File: src/rtl/mem_bus_arbiter_pkg.sv
// mem_bus_arbiter_pkg: shared definitions for the memory bus arbiter.
//   - rd_state_e : read-FSM state encoding
//   - owner_e    : which requester owns or last received a read grant
//   - RD_TYPE_*  : read-type encodings used on the request buses
package mem_bus_arbiter_pkg;

    typedef enum logic [2:0] {
        R_IDLE     = 3'd0,
        R_REQ_IF   = 3'd1,
        R_REQ_MEM  = 3'd2,
        R_WAIT_IF  = 3'd3,
        R_WAIT_MEM = 3'd4
    } rd_state_e;

    typedef enum logic {
        OWN_IF  = 1'b0,
        OWN_MEM = 1'b1
    } owner_e;

    localparam logic [2:0] RD_TYPE_LINE = 3'b100;
    localparam logic [2:0] RD_TYPE_WORD = 3'b010;

endpackage

File: src/rtl/mem_bus_arbiter_if.sv
// mem_bus_arbiter_if: every handshake and data signal of the arbiter.
//   IF read side   : if_rd_req/type/addr, if_rd_rdy, if_ret_valid/last
//   MEM read side  : mem_rd_req/type/addr, mem_rd_rdy, mem_ret_valid/last
//   Shared return  : ret_data
//   MEM write side : mem_wr_req/type/addr/wstrb/data, mem_wr_rdy
//   Downstream     : bus_rd_*, bus_ret_*, bus_wr_*, bus_wr_rdy, bus_wr_done
// Modports:
//   master : the arbiter's view (drives requester handshakes and bus_*_req)
//   slave  : the environment's view (requesters plus downstream bridge)
interface mem_bus_arbiter_if #(
    parameter int unsigned LINE_W = 128
);
    logic              if_rd_req;
    logic [2:0]        if_rd_type;
    logic [31:0]       if_rd_addr;
    logic              if_rd_rdy;
    logic              if_ret_valid;
    logic              if_ret_last;

    logic              mem_rd_req;
    logic [2:0]        mem_rd_type;
    logic [31:0]       mem_rd_addr;
    logic              mem_rd_rdy;
    logic              mem_ret_valid;
    logic              mem_ret_last;

    logic [31:0]       ret_data;

    logic              mem_wr_req;
    logic [2:0]        mem_wr_type;
    logic [31:0]       mem_wr_addr;
    logic [3:0]        mem_wr_wstrb;
    logic [LINE_W-1:0] mem_wr_data;
    logic              mem_wr_rdy;

    logic              bus_rd_req;
    logic [2:0]        bus_rd_type;
    logic [31:0]       bus_rd_addr;
    logic              bus_rd_rdy;
    logic              bus_ret_valid;
    logic              bus_ret_last;
    logic [31:0]       bus_ret_data;

    logic              bus_wr_req;
    logic [2:0]        bus_wr_type;
    logic [31:0]       bus_wr_addr;
    logic [3:0]        bus_wr_wstrb;
    logic [LINE_W-1:0] bus_wr_data;
    logic              bus_wr_rdy;
    logic              bus_wr_done;

    modport master (
        input  if_rd_req, if_rd_type, if_rd_addr,
        output if_rd_rdy, if_ret_valid, if_ret_last,
        input  mem_rd_req, mem_rd_type, mem_rd_addr,
        output mem_rd_rdy, mem_ret_valid, mem_ret_last,
        output ret_data,
        input  mem_wr_req, mem_wr_type, mem_wr_addr, mem_wr_wstrb, mem_wr_data,
        output mem_wr_rdy,
        output bus_rd_req, bus_rd_type, bus_rd_addr,
        input  bus_rd_rdy, bus_ret_valid, bus_ret_last, bus_ret_data,
        output bus_wr_req, bus_wr_type, bus_wr_addr, bus_wr_wstrb, bus_wr_data,
        input  bus_wr_rdy, bus_wr_done
    );

    modport slave (
        output if_rd_req, if_rd_type, if_rd_addr,
        input  if_rd_rdy, if_ret_valid, if_ret_last,
        output mem_rd_req, mem_rd_type, mem_rd_addr,
        input  mem_rd_rdy, mem_ret_valid, mem_ret_last,
        input  ret_data,
        output mem_wr_req, mem_wr_type, mem_wr_addr, mem_wr_wstrb, mem_wr_data,
        input  mem_wr_rdy,
        input  bus_rd_req, bus_rd_type, bus_rd_addr,
        output bus_rd_rdy, bus_ret_valid, bus_ret_last, bus_ret_data,
        input  bus_wr_req, bus_wr_type, bus_wr_addr, bus_wr_wstrb, bus_wr_data,
        output bus_wr_rdy, bus_wr_done
    );

endinterface

File: src/rtl/mem_bus_wr_track.sv
// mem_bus_wr_track: tracks the single outstanding downstream write and
// detects a read that targets the same cache line (read-after-write hazard).
// Ports:
//   clk, resetn  : clock, synchronous active-low reset
//   wr_accept    : a write is accepted downstream this cycle
//   wr_done      : downstream write response pulse
//   wr_line_in   : line address of the write being accepted
//   rd_line      : line address of the MEM read being arbitrated
//   wr_pend      : a write is outstanding
//   wr_line      : line address of the outstanding write
//   wr_free      : a new write may be presented this cycle
//   raw_hit      : rd_line matches the outstanding write's line
module mem_bus_wr_track #(
    parameter int unsigned LINE_BITS = 28
) (
    input  logic                 clk,
    input  logic                 resetn,
    input  logic                 wr_accept,
    input  logic                 wr_done,
    input  logic [LINE_BITS-1:0] wr_line_in,
    input  logic [LINE_BITS-1:0] rd_line,
    output logic                 wr_pend,
    output logic [LINE_BITS-1:0] wr_line,
    output logic                 wr_free,
    output logic                 raw_hit
);

    logic                 wr_pend_q, wr_pend_d;
    logic [LINE_BITS-1:0] wr_line_q, wr_line_d;

    always_comb begin
        wr_pend_d = wr_pend_q;
        wr_line_d = wr_line_q;
        // A new accept wins over a same-cycle done: the slot is reused at once.
        if (wr_accept) begin
            wr_pend_d = 1'b1;
            wr_line_d = wr_line_in;
        end else if (wr_done) begin
            wr_pend_d = 1'b0;
        end
    end

    always_ff @(posedge clk) begin
        if (!resetn) begin
            wr_pend_q <= 1'b0;
            wr_line_q <= '0;
        end else begin
            wr_pend_q <= wr_pend_d;
            wr_line_q <= wr_line_d;
        end
    end

    assign wr_pend = wr_pend_q;
    assign wr_line = wr_line_q;
    // The slot frees in the cycle the response arrives so the next write can overlap it.
    assign wr_free = !wr_pend_q || wr_done;
    // Uses the registered pending flag, so a read matching a write that completes
    // this cycle is still held for one more cycle.
    assign raw_hit = wr_pend_q && (rd_line == wr_line_q);

endmodule

File: src/rtl/mem_bus_arbiter.sv
// mem_bus_arbiter: shares one downstream cache-line bus between the IF and
// MEM requesters. Reads are serialised (one outstanding), MEM writes pass
// straight through with one outstanding write tracked, and a MEM read that
// hits the line of the in-flight write is held until that write completes.
// Ports:
//   clk     : clock
//   resetn  : synchronous active-low reset
//   bus     : mem_bus_arbiter_if.master carrying all request/return/bus signals
// Parameters:
//   LINE_W  : write-line data width
//   TAG_LSB : lowest address bit of the line-address compare
// Build option:
//   ARB_RR_EN : when defined, round-robin between eligible IF and MEM reads;
//               otherwise MEM has fixed priority.
module mem_bus_arbiter
    import mem_bus_arbiter_pkg::*;
#(
    parameter int unsigned LINE_W  = 128,
    parameter int unsigned TAG_LSB = 4
) (
    input  logic              clk,
    input  logic              resetn,
    mem_bus_arbiter_if.master bus
);

    localparam int unsigned LineBits = 32 - TAG_LSB;

    rd_state_e   state_q, state_d;
    logic [2:0]  rd_type_q, rd_type_d;
    logic [31:0] rd_addr_q, rd_addr_d;

`ifdef ARB_RR_EN
    owner_e      last_grant_q, last_grant_d;
`endif

    logic                wr_go;
    logic                wr_accept;
    logic                wr_pend;
    logic                wr_free;
    logic                raw_hit;
    logic [LineBits-1:0] wr_line;
    logic [LINE_W-1:0]   wr_data;

    logic mem_ok;
    logic if_ok;
    logic pick_mem;
    logic pick_if;

    // ------------------------------------------------------------------
    // Write path
    // ------------------------------------------------------------------
    mem_bus_wr_track #(
        .LINE_BITS (LineBits)
    ) u_wr_track (
        .clk        (clk),
        .resetn     (resetn),
        .wr_accept  (wr_accept),
        .wr_done    (bus.bus_wr_done),
        .wr_line_in (bus.mem_wr_addr[31:TAG_LSB]),
        .rd_line    (bus.mem_rd_addr[31:TAG_LSB]),
        .wr_pend    (wr_pend),
        .wr_line    (wr_line),
        .wr_free    (wr_free),
        .raw_hit    (raw_hit)
    );

    assign wr_go     = bus.mem_wr_req && wr_free;
    assign wr_accept = wr_go && bus.bus_wr_rdy;
    assign wr_data   = wr_go ? bus.mem_wr_data : '0;

    always_comb begin
        bus.bus_wr_req   = wr_go;
        bus.bus_wr_type  = wr_go ? bus.mem_wr_type  : 3'b000;
        bus.bus_wr_addr  = wr_go ? bus.mem_wr_addr  : 32'h0;
        bus.bus_wr_wstrb = wr_go ? bus.mem_wr_wstrb : 4'h0;
        bus.bus_wr_data  = wr_data;
        bus.mem_wr_rdy   = wr_accept;
    end

    // ------------------------------------------------------------------
    // Read grant
    // ------------------------------------------------------------------
    assign mem_ok = bus.mem_rd_req && !raw_hit;
    assign if_ok  = bus.if_rd_req;

`ifdef ARB_RR_EN
    // On a tie the requester that did not receive the previous grant wins.
    assign pick_mem = mem_ok && (!if_ok || (last_grant_q == OWN_IF));
`else
    assign pick_mem = mem_ok;
`endif
    assign pick_if  = if_ok && !pick_mem;

    // ------------------------------------------------------------------
    // Read FSM
    // ------------------------------------------------------------------
    always_comb begin
        state_d   = state_q;
        rd_type_d = rd_type_q;
        rd_addr_d = rd_addr_q;
`ifdef ARB_RR_EN
        last_grant_d = last_grant_q;
`endif
        unique case (state_q)
            R_IDLE: begin
                if (pick_mem) begin
                    state_d   = R_REQ_MEM;
                    rd_type_d = bus.mem_rd_type;
                    rd_addr_d = bus.mem_rd_addr;
`ifdef ARB_RR_EN
                    last_grant_d = OWN_MEM;
`endif
                end else if (pick_if) begin
                    state_d   = R_REQ_IF;
                    rd_type_d = bus.if_rd_type;
                    rd_addr_d = bus.if_rd_addr;
`ifdef ARB_RR_EN
                    last_grant_d = OWN_IF;
`endif
                end
            end
            R_REQ_IF: begin
                if (bus.bus_rd_rdy) state_d = R_WAIT_IF;
            end
            R_REQ_MEM: begin
                if (bus.bus_rd_rdy) state_d = R_WAIT_MEM;
            end
            R_WAIT_IF, R_WAIT_MEM: begin
                if (bus.bus_ret_valid && bus.bus_ret_last) state_d = R_IDLE;
            end
            default: state_d = R_IDLE;
        endcase
    end

    always_ff @(posedge clk) begin
        if (!resetn) begin
            state_q   <= R_IDLE;
            rd_type_q <= 3'b000;
            rd_addr_q <= 32'h0;
`ifdef ARB_RR_EN
            last_grant_q <= OWN_IF;
`endif
        end else begin
            state_q   <= state_d;
            rd_type_q <= rd_type_d;
            rd_addr_q <= rd_addr_d;
`ifdef ARB_RR_EN
            last_grant_q <= last_grant_d;
`endif
        end
    end

    // ------------------------------------------------------------------
    // Read outputs: request fields come from flops; returns are passed
    // through combinationally and steered to the owner only.
    // ------------------------------------------------------------------
    always_comb begin
        bus.bus_rd_req    = (state_q == R_REQ_IF) || (state_q == R_REQ_MEM);
        bus.bus_rd_type   = rd_type_q;
        bus.bus_rd_addr   = rd_addr_q;
        bus.if_rd_rdy     = (state_q == R_REQ_IF)  && bus.bus_rd_rdy;
        bus.mem_rd_rdy    = (state_q == R_REQ_MEM) && bus.bus_rd_rdy;
        bus.if_ret_valid  = (state_q == R_WAIT_IF)  && bus.bus_ret_valid;
        bus.if_ret_last   = (state_q == R_WAIT_IF)  && bus.bus_ret_valid && bus.bus_ret_last;
        bus.mem_ret_valid = (state_q == R_WAIT_MEM) && bus.bus_ret_valid;
        bus.mem_ret_last  = (state_q == R_WAIT_MEM) && bus.bus_ret_valid && bus.bus_ret_last;
        bus.ret_data      = ((state_q == R_WAIT_IF) || (state_q == R_WAIT_MEM)) ?
                            bus.bus_ret_data : 32'h0;
    end

    // ------------------------------------------------------------------
    // Requester protocol: a request must stay up until it is accepted.
    // ------------------------------------------------------------------
    a_if_rd_hold : assert property (@(posedge clk) disable iff (!resetn)
        (bus.if_rd_req && !bus.if_rd_rdy) |=> bus.if_rd_req);
    a_mem_rd_hold : assert property (@(posedge clk) disable iff (!resetn)
        (bus.mem_rd_req && !bus.mem_rd_rdy) |=> bus.mem_rd_req);
    a_mem_wr_hold : assert property (@(posedge clk) disable iff (!resetn)
        (bus.mem_wr_req && !bus.mem_wr_rdy) |=> bus.mem_wr_req);

endmodule

File: src/flat_wrapper.sv
// flat-port wrapper written by rule: the top's interface ports become plain ports
module mem_bus_arbiter_flat import mem_bus_arbiter_pkg::*;
#(
    parameter int unsigned LINE_W  = 128,
    parameter int unsigned TAG_LSB = 4
)
  (clk, resetn, bus_if_rd_req, bus_if_rd_type, bus_if_rd_addr, bus_if_rd_rdy, bus_if_ret_valid, bus_if_ret_last, bus_mem_rd_req, bus_mem_rd_type, bus_mem_rd_addr, bus_mem_rd_rdy, bus_mem_ret_valid, bus_mem_ret_last, bus_ret_data, bus_mem_wr_req, bus_mem_wr_type, bus_mem_wr_addr, bus_mem_wr_wstrb, bus_mem_wr_data, bus_mem_wr_rdy, bus_bus_rd_req, bus_bus_rd_type, bus_bus_rd_addr, bus_bus_rd_rdy, bus_bus_ret_valid, bus_bus_ret_last, bus_bus_ret_data, bus_bus_wr_req, bus_bus_wr_type, bus_bus_wr_addr, bus_bus_wr_wstrb, bus_bus_wr_data, bus_bus_wr_rdy, bus_bus_wr_done);
  mem_bus_arbiter_if #(.LINE_W(LINE_W)) bus_i ();
  input  logic clk;
  input  logic resetn;
  input wire logic [$bits(bus_i.if_rd_req)-1:0] bus_if_rd_req;
  input wire logic [$bits(bus_i.if_rd_type)-1:0] bus_if_rd_type;
  input wire logic [$bits(bus_i.if_rd_addr)-1:0] bus_if_rd_addr;
  output wire logic [$bits(bus_i.if_rd_rdy)-1:0] bus_if_rd_rdy;
  output wire logic [$bits(bus_i.if_ret_valid)-1:0] bus_if_ret_valid;
  output wire logic [$bits(bus_i.if_ret_last)-1:0] bus_if_ret_last;
  input wire logic [$bits(bus_i.mem_rd_req)-1:0] bus_mem_rd_req;
  input wire logic [$bits(bus_i.mem_rd_type)-1:0] bus_mem_rd_type;
  input wire logic [$bits(bus_i.mem_rd_addr)-1:0] bus_mem_rd_addr;
  output wire logic [$bits(bus_i.mem_rd_rdy)-1:0] bus_mem_rd_rdy;
  output wire logic [$bits(bus_i.mem_ret_valid)-1:0] bus_mem_ret_valid;
  output wire logic [$bits(bus_i.mem_ret_last)-1:0] bus_mem_ret_last;
  output wire logic [$bits(bus_i.ret_data)-1:0] bus_ret_data;
  input wire logic [$bits(bus_i.mem_wr_req)-1:0] bus_mem_wr_req;
  input wire logic [$bits(bus_i.mem_wr_type)-1:0] bus_mem_wr_type;
  input wire logic [$bits(bus_i.mem_wr_addr)-1:0] bus_mem_wr_addr;
  input wire logic [$bits(bus_i.mem_wr_wstrb)-1:0] bus_mem_wr_wstrb;
  input wire logic [$bits(bus_i.mem_wr_data)-1:0] bus_mem_wr_data;
  output wire logic [$bits(bus_i.mem_wr_rdy)-1:0] bus_mem_wr_rdy;
  output wire logic [$bits(bus_i.bus_rd_req)-1:0] bus_bus_rd_req;
  output wire logic [$bits(bus_i.bus_rd_type)-1:0] bus_bus_rd_type;
  output wire logic [$bits(bus_i.bus_rd_addr)-1:0] bus_bus_rd_addr;
  input wire logic [$bits(bus_i.bus_rd_rdy)-1:0] bus_bus_rd_rdy;
  input wire logic [$bits(bus_i.bus_ret_valid)-1:0] bus_bus_ret_valid;
  input wire logic [$bits(bus_i.bus_ret_last)-1:0] bus_bus_ret_last;
  input wire logic [$bits(bus_i.bus_ret_data)-1:0] bus_bus_ret_data;
  output wire logic [$bits(bus_i.bus_wr_req)-1:0] bus_bus_wr_req;
  output wire logic [$bits(bus_i.bus_wr_type)-1:0] bus_bus_wr_type;
  output wire logic [$bits(bus_i.bus_wr_addr)-1:0] bus_bus_wr_addr;
  output wire logic [$bits(bus_i.bus_wr_wstrb)-1:0] bus_bus_wr_wstrb;
  output wire logic [$bits(bus_i.bus_wr_data)-1:0] bus_bus_wr_data;
  input wire logic [$bits(bus_i.bus_wr_rdy)-1:0] bus_bus_wr_rdy;
  input wire logic [$bits(bus_i.bus_wr_done)-1:0] bus_bus_wr_done;
  assign bus_i.if_rd_req = bus_if_rd_req;
  assign bus_i.if_rd_type = bus_if_rd_type;
  assign bus_i.if_rd_addr = bus_if_rd_addr;
  assign bus_if_rd_rdy = bus_i.if_rd_rdy;
  assign bus_if_ret_valid = bus_i.if_ret_valid;
  assign bus_if_ret_last = bus_i.if_ret_last;
  assign bus_i.mem_rd_req = bus_mem_rd_req;
  assign bus_i.mem_rd_type = bus_mem_rd_type;
  assign bus_i.mem_rd_addr = bus_mem_rd_addr;
  assign bus_mem_rd_rdy = bus_i.mem_rd_rdy;
  assign bus_mem_ret_valid = bus_i.mem_ret_valid;
  assign bus_mem_ret_last = bus_i.mem_ret_last;
  assign bus_ret_data = bus_i.ret_data;
  assign bus_i.mem_wr_req = bus_mem_wr_req;
  assign bus_i.mem_wr_type = bus_mem_wr_type;
  assign bus_i.mem_wr_addr = bus_mem_wr_addr;
  assign bus_i.mem_wr_wstrb = bus_mem_wr_wstrb;
  assign bus_i.mem_wr_data = bus_mem_wr_data;
  assign bus_mem_wr_rdy = bus_i.mem_wr_rdy;
  assign bus_bus_rd_req = bus_i.bus_rd_req;
  assign bus_bus_rd_type = bus_i.bus_rd_type;
  assign bus_bus_rd_addr = bus_i.bus_rd_addr;
  assign bus_i.bus_rd_rdy = bus_bus_rd_rdy;
  assign bus_i.bus_ret_valid = bus_bus_ret_valid;
  assign bus_i.bus_ret_last = bus_bus_ret_last;
  assign bus_i.bus_ret_data = bus_bus_ret_data;
  assign bus_bus_wr_req = bus_i.bus_wr_req;
  assign bus_bus_wr_type = bus_i.bus_wr_type;
  assign bus_bus_wr_addr = bus_i.bus_wr_addr;
  assign bus_bus_wr_wstrb = bus_i.bus_wr_wstrb;
  assign bus_bus_wr_data = bus_i.bus_wr_data;
  assign bus_i.bus_wr_rdy = bus_bus_wr_rdy;
  assign bus_i.bus_wr_done = bus_bus_wr_done;
  mem_bus_arbiter #(.LINE_W(LINE_W), .TAG_LSB(TAG_LSB)) u_core (.clk(clk), .resetn(resetn), .bus(bus_i));
endmodule
File: config.mk
export PLATFORM = sky130hd
export DESIGN_NAME = mem_bus_arbiter_flat
export DESIGN_NICKNAME = d
export VERILOG_FILES = /design/src/rtl/mem_bus_arbiter_pkg.sv /design/src/rtl/mem_bus_arbiter_if.sv /design/src/rtl/mem_bus_wr_track.sv /design/src/rtl/mem_bus_arbiter.sv /design/src/flat_wrapper.sv
export SDC_FILE = /design/constraint.sdc
export NUM_CORES = 1
export LEC_CHECK = 0
export BUFFER_PORTS_ARGS = -buffer_cell sky130_fd_sc_hd__buf_2
export CORE_AREA = 5 5 198 200
export DETAILED_ROUTE_END_ITERATION = 10
export DIE_AREA = 0 0 203 205
export MAX_ROUTING_LAYER = met4
export SLEW_MARGIN = 40
export SYNTH_ARGS = -nofsm -noshare
export SYNTH_HDL_FRONTEND = slang
export SYNTH_SLANG_ARGS = --single-unit
File: constraint.sdc
create_clock -name clk -period 2.25 [get_ports clk]
set_input_delay 0.225 -clock clk [delete_from_list [all_inputs] [get_ports clk]]
set_output_delay 0.225 -clock clk [all_outputs]
set_load 0.01 [all_outputs]
-- Yosys cells after proc, flatten, opt, wreduce, memory -nomap -nowiden
Index checks and enable logic that the tools add are counted.
- add/subtract/negate cells: 0
- $mul: 0
- divide/modulo/power cells: 0
- $lt $le $gt $ge: 0
- equality and inequality tests: 9
- shift operators: 0
- muxes and demuxes: 17
- bitwise operators: 0
- reductions and logical operators: 24
- operators by type and width (kind ; count):
    128-bit two-way mux ; 1
    32-bit two-way mux ; 4
    28-bit equality test ; 1
    3-bit two-way mux ; 8
    1-bit logical AND ; 12
    3-bit one-hot mux with 4 select lines ; 1
    3-bit by 2-bit equality test with 1-bit output (second input constant) ; 2
    4-bit two-way mux ; 1
    2-bit inequality test (second input constant) ; 2
    4-bit AND reduction ; 1
    2-bit nonzero test ; 2
    3-bit by 1-bit equality test with 1-bit output (second input constant) ; 1
    3-bit equality test (second input constant) ; 1
    1-bit logical NOT ; 3
    3-bit logical NOT ; 1
    1-bit logical OR ; 3
    3-bit by 1-bit inequality test with 1-bit output (second input constant) ; 1
    1-bit two-way mux ; 2
    2-bit by 1-bit inequality test with 1-bit output (second input constant) ; 1
    2-bit AND reduction ; 1
    2-bit OR reduction ; 1
- register bits after elaboration: 67
- latch bits: 0
- memory bits (writable): 0
- bits in read-only memories: 0
- input port bits: 279
- output and inout bits: 243
- logic and storage cells: 55
- memories kept: 0

-- Longest topological paths before layout
Gate-level depths: netlist of run 1.
- word-level depth: 9
- gate-level depth with buffers: 8
- mapped depth without buffers: 6

-- Modules after synthesis
Synthesis of run 1 repeated with hierarchy kept, for this count alone.
- cells, all modules: 602
- area total of the unflattened synthesis: 4590.7 um^2
- by module, submodules not included (module ; instances ; cells each ; area an instance (um^2) ; sequential area each (um^2)):
    mem_bus_arbiter ; 1 ; 470 ; 3194.3 ; 760.7
    mem_bus_wr_track ; 1 ; 132 ; 1396.3 ; 580.6

-- Least setup slack after synthesis of run 1
No wires, ideal clock.
- kind: register to register
- start: register u_core.u_wr_track.wr_line_q[19], in the netlist u_core.u_wr_track.wr_line[19]
- end: register u_core.rd_addr_q[10], in the netlist u_core.bus.bus_rd_addr[10]
- library setup time: 0.119 ns
- data arrival time: 1.984 ns
- data required time: 2.131 ns
- setup slack: 0.148 ns
- cell stages (with the launch flop): 9
- path buffers: 2
- period minus slack after synthesis: 2.102 ns
- cells stage by stage: dfxtp_1 xor2_1 nor4_1 nand3_1 o41a_1 buf_6 buf_12 mux2_4 o221a_1
- word-level cells in the longest chain between the ends: 8
- elaborated cells on any way between the ends: 9
- classes of those cells: 1 x eq/ne; 1 x mux; 7 x reduce/logical
- ends and longest elaborated chain (element ; line ; source):
    start: declaration ; mem_bus_wr_track.sv:29 ; logic [LINE_BITS-1:0] wr_line_q, wr_line_d;
    start signal: assignment ; mem_bus_wr_track.sv:49 ; wr_line_q <= wr_line_d;
    28-bit equality test (*) ; mem_bus_wr_track.sv:59 ; assign raw_hit = wr_pend_q && (rd_line == wr_line_q);
    1-bit logical AND (*) ; mem_bus_wr_track.sv:59 ;
    1-bit logical NOT (*) ; mem_bus_arbiter.sv:83 ; assign mem_ok = bus.mem_rd_req && !raw_hit;
    1-bit logical AND (*) ; mem_bus_arbiter.sv:83 ;
    1-bit logical NOT ; mem_bus_arbiter.sv:92 ; assign pick_if = if_ok && !pick_mem;
    1-bit logical AND ; mem_bus_arbiter.sv:92 ;
    2-bit nonzero test (no line) ; n/a ;
    2-bit AND reduction (no line) ; n/a ;
    end signal: assignment ; mem_bus_arbiter.sv:146 ; rd_addr_q <= rd_addr_d;
    end: declaration ; mem_bus_arbiter.sv:30 ; logic [31:0] rd_addr_q, rd_addr_d;
Mark *: on every way between the ends. The rest lies on a longest branch, timed or not.
A chain may end at the register's enable or synchronous reset.

-- Final worst setup path of run 1
- start: register u_core.u_wr_track.wr_line_q[12], in the netlist u_core.u_wr_track.wr_line[12]
- end: register u_core.rd_addr_q[11], in the netlist u_core.bus.bus_rd_addr[11]
Same word-level chain as after synthesis.

==> out/results.ini, run 1 <==
[critical_path]
reg2reg_setup_slack_ns = -0.06
worstSetupStartpoint = u_core.u_wr_track.wr_line[12]
worstSetupPathType = reg2reg
cp_max_fo = 27
crit_required_ns = 2.48
rr_worst_depth = 7
startpoint_type = flip-flop
critPathCaptureType = flip-flop
crit_end = u_core.bus.bus_rd_addr[11]
reg2reg_from = u_core.u_wr_track.wr_line[12]
r2r_end = u_core.bus.bus_rd_addr[11]
worstPathArrival_ns = 2.54

[clocking]
clk_path_buf_depth = 2
cts_tree = done
post_cts_buffers = 0
insertion_delay_ns = 0.34
clk_pin_slew_worst_paths_ns = 0.06
cts_root_buf = clkbuf_16
cts_max_level = 3
clock-sinks = 67
cts_buffers = 9

[detailed_routing]
routed_wl_um = 32900
vias = 6536
firstDrtPassIters = 5
drc_errors = 0
drtIter0Drc = 329
ant_nets = 0
wl_per_cell_um = 21.0
via_per_inst = 4.18

[status]
violations = negative setup slack
outcome = finished with violations

[layout]
stdcell_area_um2 = 8260
final_util_pct = 22.2
fin_nets = 1355
layout.filler_cells = 4153
area_delta_synth_final_pct = 70.5
layout-drive-gt1-share_pct = 55.6

[placed_design]
port_buffers = 521
dp_hpwl_um = 27500
dpl_cell_area_um2 = 7920
place_congestion = 0.857

[sta]
maxSlewViolCount = 0
setup_viol = 35
rsz0062_at_grt = yes
tightest_slew_ns = 0.774
setup_slack_ns = -0.0607
finClkSkew_ns = 0.00651
fin_crit_sh_pct = 103
tns_ns = -1.15
clock.fmax_ghz = 0.433
min_period_ns = 2.31
whs_ns = 0.136
finalHoldViolCount = 0
slew_headroom_pct = 48.4

[synthesis]
syn_nets = 873
synth_top_cell_by_area = dfxtp_1
synth_top_area_share_pct = 27.7
seq_area_frac_synth_pct = 27.7
ys_ff_latch = 67
yosys-top-cells-area = dfxtp_1 28%, and3_1 22%, mux2_4 8.7%
syn_area_um2 = 4840
syn-instance-count = 594
ys_types = 32
ys_warn_count = 0
syn_area_per_cell_um2 = 8.16

[global_route]
antenna_found_initial = 18
use_met2_pct = 25.2
grt_pass1_wl_um = 45200
grt_remaining_overflow = 0
track_usage_pct = 15.0
grt_start_max_net_pins = 169
first_global_vias = 6668
gr-usage-met3_pct = 4.83
use_met1_pct = 16.8
grt.busiest_layer = met2

[pwr]
power_mw = 4.52
p_leak_nw = 4.84
p_per_area_nw_per_um2 = 547
vdd_drop_max_uv = 340

[die]
core_um2 = 37200
die_area_um2 = 41600
fp-row-count = 71
io_pins = 522
die-width_um = 203
initial_core_util_pct = 13.0
die_h_um = 205

[flow_run]
timing.max_cap.violations = 0

[worst_hold_path]
min_path_type = in2reg

==> layer usage <==
layer	wire, um	vias up
met2	16400	320
met4	902	0
met3	2840	50
met1	12800	3099
met5	0	-
li1	-	3067
==> state kept, by name, summed over array words and instances, names as in the netlist <==
signal / count
u_core.u_wr_track.wr_line: 28
u_core.bus.bus_rd_type: 3
u_core.state_q: 3
u_core.u_wr_track.wr_pend: 1
u_core.bus.bus_rd_addr: 32
==> where the power goes <==
| group | switching [mW] | internal [mW] | total (mW) |
|---|---|---|---|
| sequential | 0.0910 | 1.33 | 1.42 |
| clock | 0.559 | 0.888 | 1.45 |
| combinational | 0.882 | 0.767 | 1.65 |
| total | 1.53 | 2.99 | 4.52 |
==> worst max-delay path, stage by stage (launching register included) <==
cell and delay, ns:
dfxtp_2 0.32, xor2_1 0.16, nor4_2 0.27, nand3_1 0.18
o41a_4 0.50, buf_12 0.19, mux2_4 0.32, o221a_1 0.22
==> kinds of logic after synthesis <==
| logic type | share of synthesized area [%] |
|---|---|
| compound gates | 12.3 |
| xor+xnor | 5.24 |
| buf+inv | 6.71 |
| flops | 27.7 |
| mux | 10.3 |
| simple gates | 37.8 |
==> how the worst min path moves through the flow <==
stage,startpoint,end,slack [ns],cells past startpoint
CTS,bus_mem_wr_addr[11],u_core.u_wr_track.wr_line[7],0.12,3
global placement,u_core.u_wr_track.wr_line[17],u_core.u_wr_track.wr_line[17],0.45,2
finish,bus_mem_wr_addr[11],u_core.u_wr_track.wr_line[7],0.14,3
detailed placement,u_core.u_wr_track.wr_line[24],u_core.u_wr_track.wr_line[24],0.46,2
global route,bus_mem_wr_addr[11],u_core.u_wr_track.wr_line[7],0.15,3
floorplan,bus_mem_wr_addr[4],u_core.u_wr_track.wr_line[0],0.36,2
==> through the flow <==
| step | setup WS [ns] | instances |
|---|---|---|
| 2_1_floorplan | 0.148 | 594 |
| 3_3_place_gp | -0.157 | 1539 |
| 3_5_place_dp | -0.214 | 1539 |
| 4_1_cts | -0.0952 | 1555 |
| 5_1_grt | -0.174 | 1561 |
| 6_report | -0.0607 | 1562 |
==> layout make-up <==
| type | count | area [um^2] | area share [%] |
|---|---|---|---|
| tap | 474 | 593 | 7.18 |
| clock buffer | 10 | 239 | 2.89 |
| clock inverter | 6 | 63.8 | 0.772 |
| inverter | 6 | 22.5 | 0.273 |
| sequential | 67 | 1340 | 16.3 |
| timing repair buffer | 537 | 2780 | 33.7 |
| multi-input combinational | 455 | 3200 | 38.8 |
| antenna | 7 | 17.5 | 0.212 |
==> layout by cell type, fill, tap and decap left out, drive strengths merged, types with 2 or more instances in the layout <==
cell | netlist | final
nor2 | 8 | 8
nor4 | 4 | 4
a21oi | 30 | 30
and3 | 168 | 168
nand2b | 37 | 37
diode | 0 | 7
clkinvlp | 0 | 2
xnor2 | 9 | 9
mux2 | 35 | 35
and2 | 33 | 33
nand3b | 2 | 2
o221a | 35 | 35
nand4 | 3 | 3
buf | 8 | 537
nand2 | 62 | 62
dfxtp | 67 | 67
clkinv | 0 | 2
inv | 6 | 7
clkbuf | 58 | 10
xor2 | 20 | 20
==> synth_stat cells, drive strengths merged <==
cell	n
nand4	3
o221a	35
dfxtp	67
o21ba	1
xor2	20
nor4bb	1
nor3	1
a221oi	1
clkbuf	58
xnor2	9
nand3	1
nand2b	37
o41a	1
mux2	35
a21oi	30
a31oi	1
inv	6
nor4	4
and2	33
o21ai	1
o2111ai	1
nand2	62
nor2	8
nand3b	2
and3	168
buf	8
==> timing repair <==
action,CTS,global route
pin swaps,2,1
endpoints found under the setup margin,36,36
resized for setup,2,2
hold buffers,0,0
gates cloned,0,0
No activity file was read; power rests on OpenSTA's default activity.
==> run 2, diff against run 1 <==
clock period = 1.93 ns   (was 2.25 ns; I/O delays follow)
==> run 2 against run 1 <==
The run still ends with negative setup slack left. Global-route usage is essentially flat. Sequential power grew 17%. Sequential cell count is the same.
==> out/results.ini, run 2 (synthesis results as in run 1) <==
[critical_path]
startpoint_type = flip-flop
worstPathArrival_ns = 2.45  ; -0.09 ns
crit_slowest_cell = o41a_4
crit_required_ns = 2.15  ; -0.33 ns
cp_max_fo = 17  ; -37%
r2r_end = u_core.bus.bus_rd_addr[3]
cp_cell_sequence = xor2_1 > nor4_2 > nand4_1 > o41a_4 > buf_12 > mux2_2 > o221a_4
worstSetupPathType = reg2reg
critPathCaptureType = flip-flop
reg2reg_setup_slack_ns = -0.30  ; -0.24 ns
cpPeakStageDelay_ns = 0.42  ; -0.08 ns
reg2reg_from = u_core.u_wr_track.wr_line[21]
rr_worst_depth = 7  ; unchanged

[sta]
min_period_ns = 2.23  ; -0.0826 ns
clock.fmax_ghz = 0.449  ; +3.7%
setup_slack_ns = -0.298  ; -0.237 ns
setup_viol = 37  ; +5.7%
finalHoldViolCount = 0  ; unchanged
rsz0062_at_grt = yes
maxSlewViolCount = 0  ; unchanged
tightest_slew_ns = 0.617  ; -0.156 ns
finClkSkew_ns = 0.0103  ; +0.00382 ns
slew_headroom_pct = 58.8  ; +10 points
fin_crit_sh_pct = 115  ; +13 points

[pwr]
power_switching_mw = 1.81  ; +18%
swShare_pct = 33.1  ; -0.80 points
power_frac_clock_pct = 33.2  ; +1.2 points
p_per_area_nw_per_um2 = 643  ; +18%
vdd_drop_max_uv = 388  ; +14%
p_leak_nw = 4.95  ; +2.4%
power_mw = 5.47  ; +21%
power_frac_comb_pct = 36.5  ; about the same
p_int_mw = 3.66  ; +22%
seqPwrFrac_pct = 30.4  ; -1.1 points

[clocking]
insertion_delay_ns = 0.34  ; about the same
cts_tree = done
clk_path_buf_depth = 2  ; unchanged
cts_root_buf = clkbuf_16
cts_max_level = 3  ; unchanged
clock-sinks = 67  ; unchanged
cts_buffers = 9  ; unchanged
clk_pin_slew_worst_paths_ns = 0.06  ; about the same

[layout]
stdcell_area_um2 = 8510  ; +3.0%
layout-drive-gt1-share_pct = 56.9  ; +1.3 points
fin_nets = 1369  ; +1.0%
final_common_cell = buf_2
largest_reg_flops = 32  ; unchanged
area_delta_synth_final_pct = 75.6
layout_common_cells = 520 x buf_2, 168 x and3_1, 62 x nand2_1, 62 x dfxtp_1, 36 x nand2b_1

[global_route]
antenna_found_initial = 18  ; unchanged
grt_start_max_net_pins = 114  ; -33%
track_usage_pct = 15.0  ; +0.037 points
first_global_vias = 6687  ; +0.28%
grt_pass1_wl_um = 45100  ; -0.20%
grt_remaining_overflow = 0  ; unchanged

[worst_hold_path]
min_path_type = in2reg
worstHoldEndpoint = u_core.u_wr_track.wr_line[15]
hp-start = bus_mem_wr_addr[19]
hold_depth = 3  ; unchanged

[die]
die_h_um = 205  ; unchanged
initial_core_util_pct = 13.0  ; unchanged
fp-row-count = 71  ; unchanged
die-width_um = 203  ; unchanged
core_um2 = 37200  ; unchanged
io_pins = 522  ; unchanged
die_area_um2 = 41600  ; unchanged

[detailed_routing]
firstDrtPassIters = 5  ; unchanged
met1_length_um = 12600  ; -1.2%
drc_errors = 0  ; unchanged
ant_nets = 0  ; unchanged
route.top_layer_used = met4
routed_wl_um = 33200  ; +1.1%
drtIter0Drc = 395  ; +20%
via_per_inst = 4.16  ; -0.64%
routed-wl-met3_um = 2890  ; +1.7%
wl_met2_um = 16800  ; +2.4%
vias = 6540  ; +0.061%
wl_per_cell_um = 21.1  ; +0.41%

[placed_design]
port_buffers = 521  ; unchanged
dp_hpwl_um = 28000  ; +1.7%
place_congestion = 0.898  ; +4.8%
dpl_cell_area_um2 = 8100  ; +2.2%

[flow_run]
timing.max_cap.violations = 0  ; unchanged

[status]
violations = negative setup slack
outcome = finished with violations

==> run 2: routing by layer <==
layer  up-vias  track usage, %
met5         -               -
met4         0            5.04
met3        58            4.61
met2       314            26.0
met1      3072            16.4
li1       3096               -
==> run 2: per-stage QoR <==
stage / hold WS, ns / std cells / TNS (ns) / utilization, % / setup WS (ns)
floorplan: 0.321 / 594 / -4.24 / - / -0.148
global placement: 0.450 / 1552 / -15.56 / 21.7 / -0.447
detailed placement: 0.453 / 1552 / -16.24 / 21.7 / -0.463
CTS: 0.0945 / 1568 / -11.42 / 22.7 / -0.336
global route: 0.116 / 1573 / -13.76 / 22.9 / -0.405
finish: 0.107 / 1573 / -10.11 / 22.9 / -0.298
==> run 2: power groups by stage <==
| stage | clock (mW) | combinational [mW] | sequential (mW) |
|---|---|---|---|
| detailed placement | 0 | 1.98 | 1.69 |
| global route | 1.93 | 2.16 | 1.68 |
| global placement | 0 | 1.97 | 1.69 |
| finish | 1.81 | 2.00 | 1.66 |
| CTS | 1.87 | 2.00 | 1.66 |
| floorplan | 0 | 0.930 | 1.73 |
==> run 2: worst max-delay path, delay by kind of cell, from the launching register on <==
kind | cells | cell delay [ns]
AO/OA/AOI/OAI | 2 | 0.67
XOR/XNOR | 1 | 0.16
buffers and inverters | 1 | 0.18
flip-flops | 1 | 0.32
multiplexers | 1 | 0.28
AND/OR/NAND/NOR | 2 | 0.50
==> run 2: final cells by class <==
class | instances | area (um^2)
clock buffer | 10 | 239
inverter | 6 | 22.5
multi-input combinational | 455 | 3230
clock inverter | 6 | 88.8
antenna | 4 | 10.0
tap | 474 | 593
fill | 4147 | 28700
sequential | 67 | 1350
timing repair buffer | 551 | 2980
==> run 2: how the worst max path moves through the flow <==
stage | start | endpoint | slack (ns)
detailed placement | bus_mem_rd_addr[7] | u_core.bus.bus_rd_type[0] | -0.46
global route | u_core.u_wr_track.wr_line[11] | u_core.bus.bus_rd_addr[27] | -0.40
global placement | bus_mem_rd_addr[7] | u_core.bus.bus_rd_addr[2] | -0.45
CTS | u_core.u_wr_track.wr_line[21] | u_core.bus.bus_rd_addr[2] | -0.34
finish | u_core.u_wr_track.wr_line[21] | u_core.bus.bus_rd_addr[3] | -0.30
floorplan | u_core.u_wr_track.wr_line[19] | u_core.bus.bus_rd_addr[10] | -0.15
==> run 2: what timing repair did <==
action / 4_1_cts / 5_1_grt
hold buffers: 0 / 0
pin swaps: 0 / 1
setup endpoints to repair: 38 / 72
resized for setup: 6 / 8
setup buffers: 0 / 0
gates cloned: 0 / 1
hold endpoints to repair: 0 / 0
